$ cat config.mk
export PLATFORM = sky130hd
export DESIGN_NAME = apb_arbiter_flat
export DESIGN_NICKNAME = d
export VERILOG_FILES = /design/src/rtl/apb_arbiter_if.sv /design/src/rtl/apb_arbiter.sv /design/src/flat_wrapper.sv
export SDC_FILE = /design/constraint.sdc
export NUM_CORES = 1
export LEC_CHECK = 0
export CORE_AREA = 2 2 126 128
export CTS_BUF_LIST = sky130_fd_sc_hd__clkbuf_4
export DETAILED_ROUTE_END_ITERATION = 12
export DIE_AREA = 0 0 128 130
export GPL_TIMING_DRIVEN = 0
export HOLD_SLACK_MARGIN = 0.12
export REMOVE_ABC_BUFFERS = 1
export SYNTH_ARGS = -nofsm -noshare
export SYNTH_HDL_FRONTEND = slang
export SYNTH_SLANG_ARGS = --single-unit
export TNS_END_PERCENT = 5
$ cat constraint.sdc
create_clock -name APB_PCLK -period 1.6 [get_ports APB_PCLK]
set_input_delay 0.16 -clock APB_PCLK [delete_from_list [all_inputs] [get_ports APB_PCLK]]
set_output_delay 0.16 -clock APB_PCLK [all_outputs]
set_load 0.03 [all_outputs]
$ cat src/rtl/apb_arbiter_if.sv
// -----------------------------------------------------------------------------
// apb_arbiter_if
// One APB link (select/enable/write/address/write-data/strobe one way,
// read-data/ready/error the other). The arbiter uses one instance per master
// port (slave modport) and one for the downstream bus (master modport).
//
// Handshake: a transfer is open from the cycle psel rises until the cycle in
// which pready=1 is seen at the clock edge; the requester holds
// psel/pwrite/paddr/pdata/pstb stable for that whole window and penable=1
// from its second cycle on. prdata/perr are only meaningful in the pready cycle.
//
// Signals:
//   psel, penable, pwrite   requester -> completer control
//   paddr [ADDR_WIDTH]      address
//   pdata [DATA_WIDTH]      write data
//   pstb  [4]               byte strobe
//   prdata[DATA_WIDTH]      read data (completer -> requester)
//   pready, perr            completion / error (completer -> requester)
// -----------------------------------------------------------------------------
interface apb_arbiter_if #(
   parameter int ADDR_WIDTH = 32,
   parameter int DATA_WIDTH = 32
);
   logic                  psel;
   logic                  penable;
   logic                  pwrite;
   logic [ADDR_WIDTH-1:0] paddr;
   logic [DATA_WIDTH-1:0] pdata;
   logic [3:0]            pstb;
   logic [DATA_WIDTH-1:0] prdata;
   logic                  pready;
   logic                  perr;

   // Side that issues transfers.
   modport master (
      output psel, penable, pwrite, paddr, pdata, pstb,
      input  prdata, pready, perr
   );

   // Side that completes transfers.
   modport slave (
      input  psel, penable, pwrite, paddr, pdata, pstb,
      output prdata, pready, perr
   );
endinterface

$ cat src/rtl/apb_arbiter.sv
// -----------------------------------------------------------------------------
// apb_arbiter
// Two-master to one-slave APB arbiter. The granted master's transfer is
// re-issued downstream as a fresh SETUP/ACCESS pair; the other master is
// stalled (pready=0) until its turn. Contention is resolved round-robin.
// A watchdog forces an error completion when the slave never answers.
//
// Ports:
//   APB_PCLK, APB_PRESETn  clock, asynchronous active-low reset
//   m0 (slave modport)     CPU master port
//   m1 (slave modport)     secondary master port (debug loader / DMA)
//   s  (master modport)    downstream APB bus
//   grant[1:0]             one-hot current owner, 00 when idle
//   timeout_err            sticky watchdog-expiry flag
//   dbg_state[1:0]         FSM state (0 IDLE, 1 SETUP, 2 ACCESS)
// -----------------------------------------------------------------------------
module apb_arbiter #(
   parameter int ADDR_WIDTH = 32,
   parameter int DATA_WIDTH = 32,
   parameter int TIMEOUT    = 255,
   parameter int CNT_WIDTH  = 8
) (
   input  logic           APB_PCLK,
   input  logic           APB_PRESETn,
   apb_arbiter_if.slave   m0,
   apb_arbiter_if.slave   m1,
   apb_arbiter_if.master  s,
   output logic [1:0]     grant,
   output logic           timeout_err,
   output logic [1:0]     dbg_state
);

   typedef enum logic [1:0] {
      ST_IDLE   = 2'd0,
      ST_SETUP  = 2'd1,
      ST_ACCESS = 2'd2
   } state_t;

   localparam bit                   WD_EN   = (TIMEOUT != 0);
   localparam logic [CNT_WIDTH-1:0] WD_LAST = CNT_WIDTH'((TIMEOUT > 0) ? (TIMEOUT - 1) : 0);

   state_t                r_state;
   state_t                w_state_nxt;
   logic                  r_owner;        // 0 = m0, 1 = m1
   logic                  w_owner_nxt;
   logic                  r_last_grant;   // master served most recently
   logic [CNT_WIDTH-1:0]  r_wdog;
   logic                  r_timeout_err;

   logic                  w_wd_expire;
   logic                  w_done;
   logic                  w_other_req;
   logic [DATA_WIDTH-1:0] w_resp_data;
   logic                  w_resp_err;

   logic                  w_s_psel;
   logic                  w_s_penable;
   logic                  w_s_pwrite;
   logic [ADDR_WIDTH-1:0] w_s_paddr;
   logic [DATA_WIDTH-1:0] w_s_pdata;
   logic [3:0]            w_s_pstb;
   logic [1:0]            w_grant;
   logic                  w_m0_pready;
   logic                  w_m1_pready;
   logic                  w_m0_perr;
   logic                  w_m1_perr;
   logic [DATA_WIDTH-1:0] w_m0_prdata;
   logic [DATA_WIDTH-1:0] w_m1_prdata;

   // penable from the masters is not needed: a request is psel alone.
   logic                  w_unused_penable;
   assign w_unused_penable = m0.penable ^ m1.penable;

   // Expiry happens on the last permitted ACCESS cycle, only if the slave is
   // still not ready in that cycle; a real pready always takes priority.
   assign w_wd_expire = WD_EN && (r_state == ST_ACCESS) && !s.pready && (r_wdog == WD_LAST);
   assign w_done      = (r_state == ST_ACCESS) && (s.pready || w_wd_expire);
   assign w_other_req = r_owner ? m0.psel : m1.psel;
   assign w_resp_data = w_wd_expire ? '0 : s.prdata;
   assign w_resp_err  = w_wd_expire | s.perr;

   // ---------------------------------------------------------------- state reg
   always_ff @(posedge APB_PCLK or negedge APB_PRESETn) begin
      if (!APB_PRESETn) begin
         r_state <= ST_IDLE;
         r_owner <= 1'b0;
      end else begin
         r_state <= w_state_nxt;
         r_owner <= w_owner_nxt;
      end
   end

   // ---------------------------------------------------------- next state
   always_comb begin
      w_state_nxt = r_state;
      w_owner_nxt = r_owner;
      case (r_state)
         ST_IDLE: begin
            if (m0.psel && m1.psel) begin
               w_state_nxt = ST_SETUP;
               w_owner_nxt = ~r_last_grant;
            end else if (m0.psel) begin
               w_state_nxt = ST_SETUP;
               w_owner_nxt = 1'b0;
            end else if (m1.psel) begin
               w_state_nxt = ST_SETUP;
               w_owner_nxt = 1'b1;
            end
         end
         ST_SETUP: begin
            w_state_nxt = ST_ACCESS;
         end
         ST_ACCESS: begin
            // Only the other master is eligible in a completion cycle, which
            // gives back-to-back alternation under continuous contention.
            if (w_done) begin
               if (w_other_req) begin
                  w_state_nxt = ST_SETUP;
                  w_owner_nxt = ~r_owner;
               end else begin
                  w_state_nxt = ST_IDLE;
               end
            end
         end
         default: begin
            w_state_nxt = ST_IDLE;
         end
      endcase
   end

   // --------------------------------------------------------------- outputs
   always_comb begin
      w_s_psel    = 1'b0;
      w_s_penable = 1'b0;
      w_s_pwrite  = 1'b0;
      w_s_paddr   = '0;
      w_s_pdata   = '0;
      w_s_pstb    = '0;
      w_grant     = 2'b00;
      w_m0_pready = 1'b0;
      w_m1_pready = 1'b0;
      w_m0_perr   = 1'b0;
      w_m1_perr   = 1'b0;
      w_m0_prdata = '0;
      w_m1_prdata = '0;
      if (r_state != ST_IDLE) begin
         w_s_psel    = 1'b1;
         w_s_penable = (r_state == ST_ACCESS);
         w_grant     = r_owner ? 2'b10 : 2'b01;
         if (r_owner) begin
            w_s_pwrite = m1.pwrite;
            w_s_paddr  = m1.paddr;
            w_s_pdata  = m1.pdata;
            w_s_pstb   = m1.pstb;
         end else begin
            w_s_pwrite = m0.pwrite;
            w_s_paddr  = m0.paddr;
            w_s_pdata  = m0.pdata;
            w_s_pstb   = m0.pstb;
         end
      end
      // A master that dropped psel mid-transfer has abandoned it: the
      // downstream access still finishes but the response is discarded.
      if (w_done) begin
         if (!r_owner && m0.psel) begin
            w_m0_pready = 1'b1;
            w_m0_perr   = w_resp_err;
            w_m0_prdata = w_resp_data;
         end
         if (r_owner && m1.psel) begin
            w_m1_pready = 1'b1;
            w_m1_perr   = w_resp_err;
            w_m1_prdata = w_resp_data;
         end
      end
   end

   // ------------------------------------------- round-robin history, watchdog
   always_ff @(posedge APB_PCLK or negedge APB_PRESETn) begin
      if (!APB_PRESETn) begin
         r_last_grant  <= 1'b1;
         r_wdog        <= '0;
         r_timeout_err <= 1'b0;
      end else begin
         if (w_done) begin
            r_last_grant <= r_owner;
         end
         // SETUP always precedes ACCESS, so clearing here clears on entry.
         if (r_state == ST_SETUP) begin
            r_wdog <= '0;
         end else if (WD_EN && (r_state == ST_ACCESS) && !s.pready) begin
            r_wdog <= r_wdog + CNT_WIDTH'(1);
         end
         if (w_wd_expire) begin
            r_timeout_err <= 1'b1;
         end
      end
   end

   assign s.psel      = w_s_psel;
   assign s.penable   = w_s_penable;
   assign s.pwrite    = w_s_pwrite;
   assign s.paddr     = w_s_paddr;
   assign s.pdata     = w_s_pdata;
   assign s.pstb      = w_s_pstb;
   assign m0.pready   = w_m0_pready;
   assign m0.perr     = w_m0_perr;
   assign m0.prdata   = w_m0_prdata;
   assign m1.pready   = w_m1_pready;
   assign m1.perr     = w_m1_perr;
   assign m1.prdata   = w_m1_prdata;
   assign grant       = w_grant;
   assign timeout_err = r_timeout_err;
   assign dbg_state   = r_state;

endmodule

$ cat src/flat_wrapper.sv
// flat-port wrapper written by rule: the top's interface ports become plain ports
module apb_arbiter_flat 
#(
   parameter int ADDR_WIDTH = 32,
   parameter int DATA_WIDTH = 32,
   parameter int TIMEOUT    = 255,
   parameter int CNT_WIDTH  = 8
)
  (APB_PCLK, APB_PRESETn, grant, timeout_err, dbg_state, m0_psel, m0_penable, m0_pwrite, m0_paddr, m0_pdata, m0_pstb, m0_prdata, m0_pready, m0_perr, m1_psel, m1_penable, m1_pwrite, m1_paddr, m1_pdata, m1_pstb, m1_prdata, m1_pready, m1_perr, s_psel, s_penable, s_pwrite, s_paddr, s_pdata, s_pstb, s_prdata, s_pready, s_perr);
  apb_arbiter_if #(.ADDR_WIDTH(ADDR_WIDTH), .DATA_WIDTH(DATA_WIDTH)) m0_i ();
  apb_arbiter_if #(.ADDR_WIDTH(ADDR_WIDTH), .DATA_WIDTH(DATA_WIDTH)) m1_i ();
  apb_arbiter_if #(.ADDR_WIDTH(ADDR_WIDTH), .DATA_WIDTH(DATA_WIDTH)) s_i ();
  input  logic APB_PCLK;
  input  logic APB_PRESETn;
  output logic [1:0] grant;
  output logic timeout_err;
  output logic [1:0] dbg_state;
  input wire logic [$bits(m0_i.psel)-1:0] m0_psel;
  input wire logic [$bits(m0_i.penable)-1:0] m0_penable;
  input wire logic [$bits(m0_i.pwrite)-1:0] m0_pwrite;
  input wire logic [$bits(m0_i.paddr)-1:0] m0_paddr;
  input wire logic [$bits(m0_i.pdata)-1:0] m0_pdata;
  input wire logic [$bits(m0_i.pstb)-1:0] m0_pstb;
  output wire logic [$bits(m0_i.prdata)-1:0] m0_prdata;
  output wire logic [$bits(m0_i.pready)-1:0] m0_pready;
  output wire logic [$bits(m0_i.perr)-1:0] m0_perr;
  input wire logic [$bits(m1_i.psel)-1:0] m1_psel;
  input wire logic [$bits(m1_i.penable)-1:0] m1_penable;
  input wire logic [$bits(m1_i.pwrite)-1:0] m1_pwrite;
  input wire logic [$bits(m1_i.paddr)-1:0] m1_paddr;
  input wire logic [$bits(m1_i.pdata)-1:0] m1_pdata;
  input wire logic [$bits(m1_i.pstb)-1:0] m1_pstb;
  output wire logic [$bits(m1_i.prdata)-1:0] m1_prdata;
  output wire logic [$bits(m1_i.pready)-1:0] m1_pready;
  output wire logic [$bits(m1_i.perr)-1:0] m1_perr;
  output wire logic [$bits(s_i.psel)-1:0] s_psel;
  output wire logic [$bits(s_i.penable)-1:0] s_penable;
  output wire logic [$bits(s_i.pwrite)-1:0] s_pwrite;
  output wire logic [$bits(s_i.paddr)-1:0] s_paddr;
  output wire logic [$bits(s_i.pdata)-1:0] s_pdata;
  output wire logic [$bits(s_i.pstb)-1:0] s_pstb;
  input wire logic [$bits(s_i.prdata)-1:0] s_prdata;
  input wire logic [$bits(s_i.pready)-1:0] s_pready;
  input wire logic [$bits(s_i.perr)-1:0] s_perr;
  assign m0_i.psel = m0_psel;
  assign m0_i.penable = m0_penable;
  assign m0_i.pwrite = m0_pwrite;
  assign m0_i.paddr = m0_paddr;
  assign m0_i.pdata = m0_pdata;
  assign m0_i.pstb = m0_pstb;
  assign m0_prdata = m0_i.prdata;
  assign m0_pready = m0_i.pready;
  assign m0_perr = m0_i.perr;
  assign m1_i.psel = m1_psel;
  assign m1_i.penable = m1_penable;
  assign m1_i.pwrite = m1_pwrite;
  assign m1_i.paddr = m1_paddr;
  assign m1_i.pdata = m1_pdata;
  assign m1_i.pstb = m1_pstb;
  assign m1_prdata = m1_i.prdata;
  assign m1_pready = m1_i.pready;
  assign m1_perr = m1_i.perr;
  assign s_psel = s_i.psel;
  assign s_penable = s_i.penable;
  assign s_pwrite = s_i.pwrite;
  assign s_paddr = s_i.paddr;
  assign s_pdata = s_i.pdata;
  assign s_pstb = s_i.pstb;
  assign s_i.prdata = s_prdata;
  assign s_i.pready = s_pready;
  assign s_i.perr = s_perr;
  apb_arbiter #(.ADDR_WIDTH(ADDR_WIDTH), .DATA_WIDTH(DATA_WIDTH), .TIMEOUT(TIMEOUT), .CNT_WIDTH(CNT_WIDTH)) u_core (.APB_PCLK(APB_PCLK), .APB_PRESETn(APB_PRESETn), .m0(m0_i), .m1(m1_i), .s(s_i), .grant(grant), .timeout_err(timeout_err), .dbg_state(dbg_state));
endmodule
==> reports/results.ini <==
[routing]
drc=0
ant_nets=0
wl_per_cell_um=18.5
vias_per_cell=4.53
drtIter0Drc=79
totalWireLength_mm=15.2
first_pass_iters=4
vias=3735

[sta]
setup_viol=136
period_minus_slack_ns=2.12
hold_viol=0
rsz0062_at_grt=true
worst_pin_slew_ns=0.588
post-route-period-util_pct=132
fin_setup_tns_ns=-41.55
maxSlewViolCount=0
clock_skew_ns=0.00519
fmax_mhz=472
worst_slack_ns=-0.518
slew_headroom_pct=60.7

[synth]
yosysSeqAreaShare_pct=14.2
synth_edf_count=0
ys_warn_count=0
syn_inst=302
synthArstFlopShare_pct=100
synthesis.area_um2=2300
synth_cell_types=34
synth.avg_cell_area_um2=7.61
synth_flop_cell=dfrtp_1
synth_seq_cells=13

[global_routing]
grt_pass1_wl_mm=21.7
grt_max_degree=45
antenna_found_initial=0
grt_pass1_vias=3863
grt.overflow.total=0
grtUsageTotal_pct=16.9

[power]
fin_total_pwr_w=0.00853
p_switching_w=0.00477
p_comb_share_pct=90.8
vdd_drop_max_v=0.000764
swShare_pct=55.9
power.density_nw_per_um2=1370
power.leakage_nw=2.95
clkPwrFrac_pct=2.4
power.internal_w=0.00377
p_seq_share_pct=6.8

[floorplanning]
die_w_um=128
io_pins=322
core_area_um2=15400
die_h_um=130
start_util_pct=14.9
num_rows=46
die-area_um2=16600

[setup_path]
crit_arrival_ns=1.96
crit_end=m1_prdata[8]
crit_type=flop to output pin
cp.required_ns=1.44
crit_start=u_core.r_wdog[3]$_DFFE_PN0P_
rrSetupSlack_ns=-0.15
r2r-end=u_core.r_owner$_DFFE_PN0P_
crit_fanout=8
crit_path_start_kind=flop
timing.rr.start=u_core.r_owner$_DFFE_PN0P_
rr_worst_depth=6
cp-end-kind=output pin

[cells_and_area]
n_antenna_cell=0
nets=814
multi_input_area_um2=2020
drive_gt1_share_pct=35.9
final_core_util_pct=40.4
finalNonFillerCells=825
areaGrowthSynthToFinish_pct=171
seq_area_um2=333
fill_cells=1531

[place]
finalWeightedCongestion=0.837
hpwl_mm=10.3
portBuffers=319
dp_slack_ns=-1.21
dp_cells=786

[clock_network]
hold_buffers=0
h-tree-depth=1
cts_root_buf=clkbuf_4
cts.clk_slew.worst_paths_ns=0.09
clk_latency_ns=0.27
cts_tree=yes
cts_max_path_buffers=2
cts_inserted_buffers=3
clkSinkCount=13

[flow_run]
drv_cap=0

[status]
status=finished, violations left
violations=negative setup slack

[hold_path]
hold_class=input port to asynchronous set/reset pin

-- placed cells by master, fill, tap and decap left out, types with 7 or more instances in the layout --
| cell | instances |
|---|---|
| o21ai_0 | 9 |
| clkdlybuf4s50_1 | 175 |
| dfrtp_1 | 9 |
| nor2_1 | 69 |
| buf_12 | 7 |
| and3_4 | 18 |
| and3_1 | 44 |
| mux2i_1 | 67 |
| buf_4 | 48 |
| buf_6 | 76 |
| clkdlybuf4s15_2 | 32 |
-- cell usage after synthesis, types with 3 or more instances --
library cell	number	share of area (%)
and3_1	60	16
and3_2	5	1.6
buf_2	8	1.7
buf_6	10	4.9
clkbuf_1	11	1.8
dfrtp_1	12	13
inv_1	5	0.82
mux2i_1	69	30
nand2_1	3	0.49
nand2b_1	3	0.82
nand3_1	7	1.5
nand4_1	3	0.82
nor2_1	72	12
o21ai_0	9	2.0
-- what timing repair did --
item,in CTS,in global routing
endpoints found under the hold margin,0,0
resized for setup,795,89
buffers inserted,22,2
pin swaps,11,7
cloned,10,1
setup endpoints to repair,146,146
-- routing by layer --
| metal | part of all wire [%] | up-vias | global-route usage [%] |
|---|---|---|---|
| li1 | - | 1767 | - |
| met1 | 36 | 1722 | 17.2 |
| met2 | 54 | 226 | 34.2 |
| met3 | 8.2 | 20 | 3.85 |
| met4 | 2.4 | 0 | 4.59 |
| met5 | 0 | - | 0 |
-- logic make-up (layout without fill, tap and decap cells) --
| kind of cell | count (synthesis) | count (layout) | share of synthesized area (%) |
|---|---|---|---|
| DFF | 13 | 13 | 14.2 |
| AOI/OAI and AO/OA | 22 | 28 | 7.57 |
| adders and majority gates | 2 | 2 | 1.09 |
| and+or+nand+nor | 161 | 164 | 37.3 |
| muxes | 70 | 70 | 30.6 |
| buffers and inverters | 34 | 356 | 9.26 |
-- worst max-delay path: stages, from the launching register on --
cell and delay, ns:
dfrtp_1 0.49, nand4_4 0.17, nor2_4 0.16, buf_6 0.16
o2111a_2 0.27, buf_12 0.13, and3_4 0.17, buf_6 0.13
-- final cells by class --
type                    instances  area share, %
clock buffers                   3          0.361
clock inverters                 1         0.0803
inverters                       5          0.361
multi-input cells             264           32.4
flip-flops and latches         13           5.34
well taps                     192           3.85
repair buffers                347           57.6
-- flip-flops by register name, summed over array words and instances, names as in the netlist --
| name | flops |
|---|---|
| u_core.r_wdog | 8 |
| u_core.dbg_state | 2 |
| u_core.r_last_grant | 1 |
| u_core.r_owner | 1 |
| u_core.timeout_err | 1 |
-- stage by stage --
stage          hold slack [ns]  cell area [µm²]
2_1_floorplan           -0.136             2100
3_3_place_gp             0.451             5540
3_5_place_dp             0.451             5600
4_1_cts                  0.273             6180
5_1_grt                  0.302             6230
6_report                 0.254             6230
-- power by group through the flow --
stage / combinational (W) / sequential (W) / clock, W
4_1_cts: 0.00775 / 0.000597 / 0.000210
2_1_floorplan: 0.00296 / 0.000772 / 0
3_3_place_gp: 0.00407 / 0.000724 / 0
5_1_grt: 0.00818 / 0.000595 / 0.000233
6_report: 0.00775 / 0.000577 / 0.000205
3_5_place_dp: 0.00706 / 0.000665 / 0
-- worst min-delay path by stage --
stage                                        start                         endpoint  slack, ns  cells past startpoint
floorplan                              APB_PRESETn  u_core.dbg_state[0]$_DFFE_PN0P_      -0.14                      0
global placement    u_core.timeout_err$_DFFE_PN0P_   u_core.timeout_err$_DFFE_PN0P_       0.45                      1
detailed placement  u_core.timeout_err$_DFFE_PN0P_   u_core.timeout_err$_DFFE_PN0P_       0.45                      1
CTS                                    APB_PRESETn     u_core.r_wdog[5]$_DFFE_PN0P_       0.27                      1
global route                           APB_PRESETn     u_core.r_wdog[0]$_DFFE_PN0P_       0.30                      1
finish                                 APB_PRESETn     u_core.r_wdog[0]$_DFFE_PN0P_       0.25                      1
(Power assumes the default switching activity.)
